<file path="src/rtl/snake_move_if.sv">
// snake_move_if: player/collision/renderer signals of snake_move_controller.
// SNAKE_PAUSE_EN adds the pause input.
interface snake_move_if;
  logic         start;
  logic [1:0]   dir1, dir2;
  logic         grow1, grow2;
  logic         should_stop1, should_stop2;
  logic [159:0] snake1, snake2;
  logic         move_strobe, running, game_over;
  logic [1:0]   winner;
`ifdef SNAKE_PAUSE_EN
  logic         pause;
`endif
  modport master(
`ifdef SNAKE_PAUSE_EN
    output pause,
`endif
    output start, dir1, dir2, grow1, grow2, should_stop1, should_stop2,
    input snake1, snake2, move_strobe, running, game_over, winner);
  modport slave(
`ifdef SNAKE_PAUSE_EN
    input pause,
`endif
    input start, dir1, dir2, grow1, grow2, should_stop1, should_stop2,
    output snake1, snake2, move_strobe, running, game_over, winner);
endinterface

</file>
<file path="src/rtl/snake_move_controller.sv">
// snake_move_controller: two-player snake sequencer (tick, move, collision check, game over).
// Define SNAKE_PAUSE_EN to add a pause input that freezes the tick counter in RUN.
module snake_move_controller #(
  parameter int TICK_DIV = 25_000_000,
  parameter int GRID_W = 30,
  parameter int GRID_H = 30,
  parameter int CHECK_LAT = 1,
  parameter logic [159:0] INIT1 = {{14{10'h3FF}}, 10'h001, 10'h002},
  parameter logic [159:0] INIT2 = {{14{10'h3FF}}, 10'h3BC, 10'h3BD}
) (
  input logic clk,
  input logic rst,
  snake_move_if.slave bus
);
  typedef enum logic [2:0] {IDLE, RUN, MOVE, CHECK, OVER} state_t;
  localparam int CW = $clog2(TICK_DIV + CHECK_LAT + 1);
  localparam logic [4:0] XM = 5'(GRID_W - 1);
  localparam logic [4:0] YM = 5'(GRID_H - 1);
  state_t r_state, w_next;
  logic [CW-1:0] r_cnt;
  logic [159:0] r_snake1, r_snake2, w_move1, w_move2;
  logic [4:0] r_len1, r_len2;
  logic [1:0] r_dir1, r_dir2, r_winner;
  logic r_pend1, r_pend2, w_keep1, w_keep2, w_pause, w_start, w_tick, w_sample;
  function automatic logic [9:0] step(input logic [9:0] h, input logic [1:0] d);
    logic [4:0] x, y;
    x = h[9:5];
    y = h[4:0];
    x = d == 2'b10 ? (x == 5'd0 ? XM : x - 5'd1) : d == 2'b11 ? (x == XM ? 5'd0 : x + 5'd1) : x;
    y = d == 2'b00 ? (y == 5'd0 ? YM : y - 5'd1) : d == 2'b01 ? (y == YM ? 5'd0 : y + 5'd1) : y;
    return {x, y};
  endfunction
  // Shift the body by one slot; unless growing, blank the slot the old tail landed in.
  function automatic logic [159:0] advance(input logic [159:0] b, input logic [1:0] d,
                                           input logic [4:0] len, input logic keep);
    logic [159:0] r;
    r = {b[149:0], step(b[9:0], d)};
    if (!keep && len < 5'd16) r[int'(len) * 10 +: 10] = 10'h3FF;
    return r;
  endfunction
  function automatic logic is_rev(input logic [1:0] req, input logic [1:0] cur);
    return req == {cur[1], ~cur[0]};
  endfunction
`ifdef SNAKE_PAUSE_EN
  assign w_pause = bus.pause;
`else
  assign w_pause = 1'b0;
`endif
  always_comb begin
    w_start = bus.start && (r_state == IDLE || r_state == OVER);
    w_tick = r_state == RUN && !w_pause && r_cnt == CW'(TICK_DIV - 1);
    w_sample = r_state == CHECK && r_cnt == CW'(CHECK_LAT);
    w_keep1 = (r_pend1 || bus.grow1) && r_len1 != 5'd16;
    w_keep2 = (r_pend2 || bus.grow2) && r_len2 != 5'd16;
    w_move1 = advance(r_snake1, r_dir1, r_len1, w_keep1);
    w_move2 = advance(r_snake2, r_dir2, r_len2, w_keep2);
    w_next = w_start ? RUN : w_tick ? MOVE : r_state == MOVE ? CHECK :
             w_sample ? ((bus.should_stop1 || bus.should_stop2) ? OVER : RUN) : r_state;
  end
  always_ff @(posedge clk or posedge rst)
    if (rst) r_state <= IDLE;
    else r_state <= w_next;
  always_ff @(posedge clk or posedge rst) begin
    if (rst) begin
      r_cnt <= '0;
      r_snake1 <= INIT1;
      r_snake2 <= INIT2;
      r_len1 <= 5'd2;
      r_len2 <= 5'd2;
      r_dir1 <= 2'b01;
      r_dir2 <= 2'b00;
      r_winner <= 2'b00;
      r_pend1 <= 1'b0;
      r_pend2 <= 1'b0;
    end else if (w_start) begin
      r_cnt <= '0;
      r_snake1 <= INIT1;
      r_snake2 <= INIT2;
      r_len1 <= 5'd2;
      r_len2 <= 5'd2;
      r_dir1 <= 2'b01;
      r_dir2 <= 2'b00;
      r_winner <= 2'b00;
      r_pend1 <= 1'b0;
      r_pend2 <= 1'b0;
    end else if (r_state == RUN) begin
      if (!is_rev(bus.dir1, r_dir1)) r_dir1 <= bus.dir1;
      if (!is_rev(bus.dir2, r_dir2)) r_dir2 <= bus.dir2;
      if (!w_pause) r_cnt <= w_tick ? '0 : r_cnt + 1'b1;
      r_pend1 <= r_pend1 | bus.grow1;
      r_pend2 <= r_pend2 | bus.grow2;
    end else if (r_state == MOVE) begin
      r_snake1 <= w_move1;
      r_snake2 <= w_move2;
      r_len1 <= w_keep1 ? r_len1 + 5'd1 : r_len1;
      r_len2 <= w_keep2 ? r_len2 + 5'd1 : r_len2;
      r_pend1 <= 1'b0;
      r_pend2 <= 1'b0;
      r_cnt <= '0;
    end else if (r_state == CHECK) begin
      r_cnt <= w_sample ? '0 : r_cnt + 1'b1;
      if (w_sample) r_winner <= {bus.should_stop1, bus.should_stop2};
      r_pend1 <= r_pend1 | bus.grow1;
      r_pend2 <= r_pend2 | bus.grow2;
    end
  end
  assign bus.snake1 = r_snake1;
  assign bus.snake2 = r_snake2;
  assign bus.move_strobe = r_state == MOVE;
  assign bus.running = r_state == RUN || r_state == MOVE || r_state == CHECK;
  assign bus.game_over = r_state == OVER;
  assign bus.winner = r_winner;
endmodule

</file>
<file path="src/flat_wrapper.sv">
// flat-port wrapper written by rule: the top's interface ports become plain ports
module snake_move_controller_flat 
#(
  parameter int TICK_DIV = 25_000_000,
  parameter int GRID_W = 30,
  parameter int GRID_H = 30,
  parameter int CHECK_LAT = 1,
  parameter logic [159:0] INIT1 = {{14{10'h3FF}}, 10'h001, 10'h002},
  parameter logic [159:0] INIT2 = {{14{10'h3FF}}, 10'h3BC, 10'h3BD}
)
  (clk, rst, bus_start, bus_dir1, bus_dir2, bus_grow1, bus_grow2, bus_should_stop1, bus_should_stop2, bus_snake1, bus_snake2, bus_move_strobe, bus_running, bus_game_over, bus_winner);
  snake_move_if bus_i ();
  input logic clk;
  input logic rst;
  input wire logic [$bits(bus_i.start)-1:0] bus_start;
  input wire logic [$bits(bus_i.dir1)-1:0] bus_dir1;
  input wire logic [$bits(bus_i.dir2)-1:0] bus_dir2;
  input wire logic [$bits(bus_i.grow1)-1:0] bus_grow1;
  input wire logic [$bits(bus_i.grow2)-1:0] bus_grow2;
  input wire logic [$bits(bus_i.should_stop1)-1:0] bus_should_stop1;
  input wire logic [$bits(bus_i.should_stop2)-1:0] bus_should_stop2;
  output wire logic [$bits(bus_i.snake1)-1:0] bus_snake1;
  output wire logic [$bits(bus_i.snake2)-1:0] bus_snake2;
  output wire logic [$bits(bus_i.move_strobe)-1:0] bus_move_strobe;
  output wire logic [$bits(bus_i.running)-1:0] bus_running;
  output wire logic [$bits(bus_i.game_over)-1:0] bus_game_over;
  output wire logic [$bits(bus_i.winner)-1:0] bus_winner;
  assign bus_i.start = bus_start;
  assign bus_i.dir1 = bus_dir1;
  assign bus_i.dir2 = bus_dir2;
  assign bus_i.grow1 = bus_grow1;
  assign bus_i.grow2 = bus_grow2;
  assign bus_i.should_stop1 = bus_should_stop1;
  assign bus_i.should_stop2 = bus_should_stop2;
  assign bus_snake1 = bus_i.snake1;
  assign bus_snake2 = bus_i.snake2;
  assign bus_move_strobe = bus_i.move_strobe;
  assign bus_running = bus_i.running;
  assign bus_game_over = bus_i.game_over;
  assign bus_winner = bus_i.winner;
  snake_move_controller #(.TICK_DIV(TICK_DIV), .GRID_W(GRID_W), .GRID_H(GRID_H), .CHECK_LAT(CHECK_LAT), .INIT1(INIT1), .INIT2(INIT2)) u_core (.clk(clk), .rst(rst), .bus(bus_i));
endmodule
</file>
<file path="config.mk">
export PLATFORM = sky130hd
export DESIGN_NAME = snake_move_controller_flat
export DESIGN_NICKNAME = d
export VERILOG_FILES = /design/src/rtl/snake_move_if.sv /design/src/rtl/snake_move_controller.sv /design/src/flat_wrapper.sv
export SDC_FILE = /design/constraint.sdc
export NUM_CORES = 1
export LEC_CHECK = 0
export CAP_MARGIN = 20
export CORE_UTILIZATION = 30
export CTS_BUF_LIST = sky130_fd_sc_hd__clkbuf_2 sky130_fd_sc_hd__clkbuf_4 sky130_fd_sc_hd__clkbuf_8
export DETAILED_ROUTE_END_ITERATION = 8
export SYNTH_ARGS = -nofsm -noshare
export SYNTH_HDL_FRONTEND = slang
export SYNTH_SLANG_ARGS = --single-unit
</file>
<file path="constraint.sdc">
create_clock -name clk -period 11.78 [get_ports clk]
set_input_delay 1.767 -clock clk [delete_from_list [all_inputs] [get_ports clk]]
set_output_delay 1.767 -clock clk [all_outputs]
set_load 0.02 [all_outputs]
</file>
==> metrics.yaml <==
run_status:
  outcome: "finished clean"
sta:
  drv_slew: 0
  period_minus_slack_ns: 5.15
  final-hold-violation-count: 0
  setup_viol: 0
  holdWs_ns: 0.475
  relSlewSlack_pct: 23.0
  finClkSkew_ns: 0.0347
  finalSetupTns_ns: 0
  finalCritPeriodShare_pct: 43.8
  tightest_slew_ns: 1.15
  rsz0062_at_grt: "no"
  fmax_ghz: 0.194
synthesis:
  synthesis.nets: 1928
  yosysUniqueCellTypes: 97
  netlist_area_um2: 18800
  async_reset_ff_share_pct: 100
  ys.warnings.count: 0
  syn_area_per_cell_um2: 9.99
  synth_edf_count: 0
  ys_seq_elements: 366
  synthCells: 1883
  ys.flop_type: "dfstp_2"
  yosysSeqAreaShare_pct: 50.7
detailed_routing:
  highest_layer: "met4"
  antenna_left: 0
  via_per_inst: 5.65
  drt-met1-wl_mm: 30.6
  drtPass1Iterations: 6
  wl_met3_mm: 5.35
  initialDrtViolationCount: 1731
  wl_mm: 70.4
  wl_per_cell_um: 23.1
  num_vias: 17200
  wl_met2_mm: 32.7
  drc_errors: 0
power:
  p_leak_uw: 0.00878
  peakVddDrop_mv: 0.0760
  p_sw_uw: 835
  p_clk_share_pct: 43.0
  power_frac_seq_pct: 46.1
  total_power_uw: 2890
  comb_power_share_pct: 11.0
  power_density_nw_per_um2: 120
  internal_power_uw: 2060
  p_sw_share_pct: 28.9
clock_network:
  clk_pin_slew_ns: 0.06
  root_buffer: "clkbuf_8"
  numClockSinks: 366
  cts_tree: "built"
  holdBufCountCts: 0
  cts_buffer_depth: 3
  cts_setup_buffers: 0
  clk_latency_ns: 0.66
  cts-buffers-inserted: 67
  cts_resized: 0
  h-tree-depth: 3
cells_and_area:
  finalNonFillerCells: 3047
  final_cell_mix: "clkdlybuf4s50_1, dfstp_2, nor2_1, nand2_1, o32a_1"
  nFillCells: 6122
  area_growth_pct: 28.5
  regArea_um2: 9530
  final_common_cell: "clkdlybuf4s50_1"
  drive_above_1_share_pct: 21.1
  nNetsFinal: 2212
  multi_input_area_um2: 8570
place:
  io_buffers: 335
  dpl.hpwl_mm: 51.7
  gp_congestion: 0.931
  dp_cells: 2934
setup_path:
  critPathMaxFanout: 22
  cp.required_ns: 12.35
  rr_worst_depth: 14
  crit_start: "u_core.r_len1[1]"
  cp_data_arrival_time_ns: 5.72
  reg2reg_slack_ns: 6.63
  criticalPathCategory: "reg -> reg"
  endpoint_kind: "flop"
  r2r-end: "u_core.bus.snake1[45]"
  r2r-start: "u_core.r_len1[1]"
  crit_path_start_kind: "flop"
die:
  fp.dieH_um: 252
  num_rows: 91
  initial_utilization_pct: 30.4
  die_x_um: 252
  io_pins: 336
  dieArea_um2: 63700
  core_um2: 61800
global_routing:
  overflow: 0
  grt_usage_pct: 21.6
  antenna_found_initial: 1
  grt_pass1_vias: 16400
  grt_max_degree: 141
  grt_pass1_wl_mm: 106
hold_path:
  whs_path_depth: 2
  holdCritPathClass: "reg -> reg"
  min_from: "u_core.bus.snake1[52]"
  min_to: "u_core.bus.snake1[62]"
job:
  maxCapViolCount: 0
[worst max-delay path, stage by stage, from the launching register on]
cell and delay (ns):
dfstp_2 0.62, ha_1 0.26, ha_1 0.24, fa_1 0.67, nor4_4 0.32, nor2b_1 0.42, nand2_1 0.15, nor2_1 0.15
ha_1 0.20, nand4b_1 0.18, nor3_2 0.28, o31a_1 0.39, nand2_1 0.50, or3_1 0.53, a21oi_1 0.15
[area by class of cell]
type / count / share of cell area [%]
Tap cell: 837 / 4.33
Clock buffer: 97 / 5.06
Inverter: 42 / 0.683
Timing Repair Buffer: 351 / 14.5
Sequential cell: 366 / 39.4
Clock inverter: 14 / 0.575
Multi-Input combinational cell: 1339 / 35.4
Antenna cell: 1 / 0.0104
[cell families after synthesis]
group	synth area share, %
AO/OA/AOI/OAI	24.5
AND/OR/NAND/NOR	15.5
multiplexers	0.273
buffers and inverters	3.84
flip-flops	50.7
adder cells (fa/ha/maj)	2.34
XOR/XNOR	2.88
[Yosys cell counts (10+ instances only)]
cell type,n,area (um^2)
nand4_1,27,169
nor4_1,12,75.1
xnor2_1,18,158
clkbuf_1,111,417
buf_2,13,65.1
or3_1,14,87.6
nand2_1,154,578
xor2_1,30,263
o22a_1,72,631
a21oi_1,93,465
and3_1,14,87.6
ha_1,32,400
nor3_1,58,290
nand2b_1,10,62.6
nand3_1,55,275
o22ai_1,90,563
o21ai_1,20,100
and2_1,15,93.8
o21ai_0,110,551
a22oi_1,15,113
a31oi_1,12,75.1
o32a_1,120,1200
inv_1,40,150
nor2_1,199,747
dfrtp_1,66,1650
dfstp_2,300,7880
[per-stage QoR]
step / instance area (um^2) / utilization, % / setup slack [ns]
finish: 24200 / 39.1 / 6.63
global route: 24200 / 39.1 / 6.22
CTS: 24100 / 39.0 / 6.66
detailed placement: 22800 / 36.8 / 6.59
global placement: 22800 / 36.8 / 6.64
floorplan: 18800 / - / 0.349
[per-layer routing]
metal  GRT usage (%)  vias to the layer above
li1                -                     7703
met1            29.4                     8684
met2            34.4                      732
met3            4.24                      105
met4            6.79                        0
met5               0                        -
[registers in the layout, summed over array words and instances, names as in the netlist]
name,flops
u_core.r_dir1,2
u_core.bus.snake2,160
u_core.r_state,3
u_core.r_len2,5
u_core.bus.winner,2
u_core.bus.snake1,160
u_core.r_pend2,1
u_core.r_cnt,25
u_core.r_dir2,2
u_core.r_len1,5
u_core.r_pend1,1
[power groups by stage]
stage	logic [uW]	clock network [uW]	registers [uW]
after floorplan	262	0	1310
after global placement	311	0	1350
after detailed placement	316	0	1350
after CTS	317	1280	1330
after global routing	352	1330	1340
final	317	1240	1330
[how the worst max path moves through the flow]
stage | slack [ns] | endpoint
floorplan | 0.35 | u_core.bus.snake1[0]
global placement | 6.64 | u_core.bus.snake1[151]
detailed placement | 6.59 | u_core.bus.snake2[32]
CTS | 6.66 | u_core.bus.snake1[45]
global route | 6.22 | u_core.bus.snake1[44]
finish | 6.63 | u_core.bus.snake1[45]
Note: power is estimated with default switching activity, not from simulation.
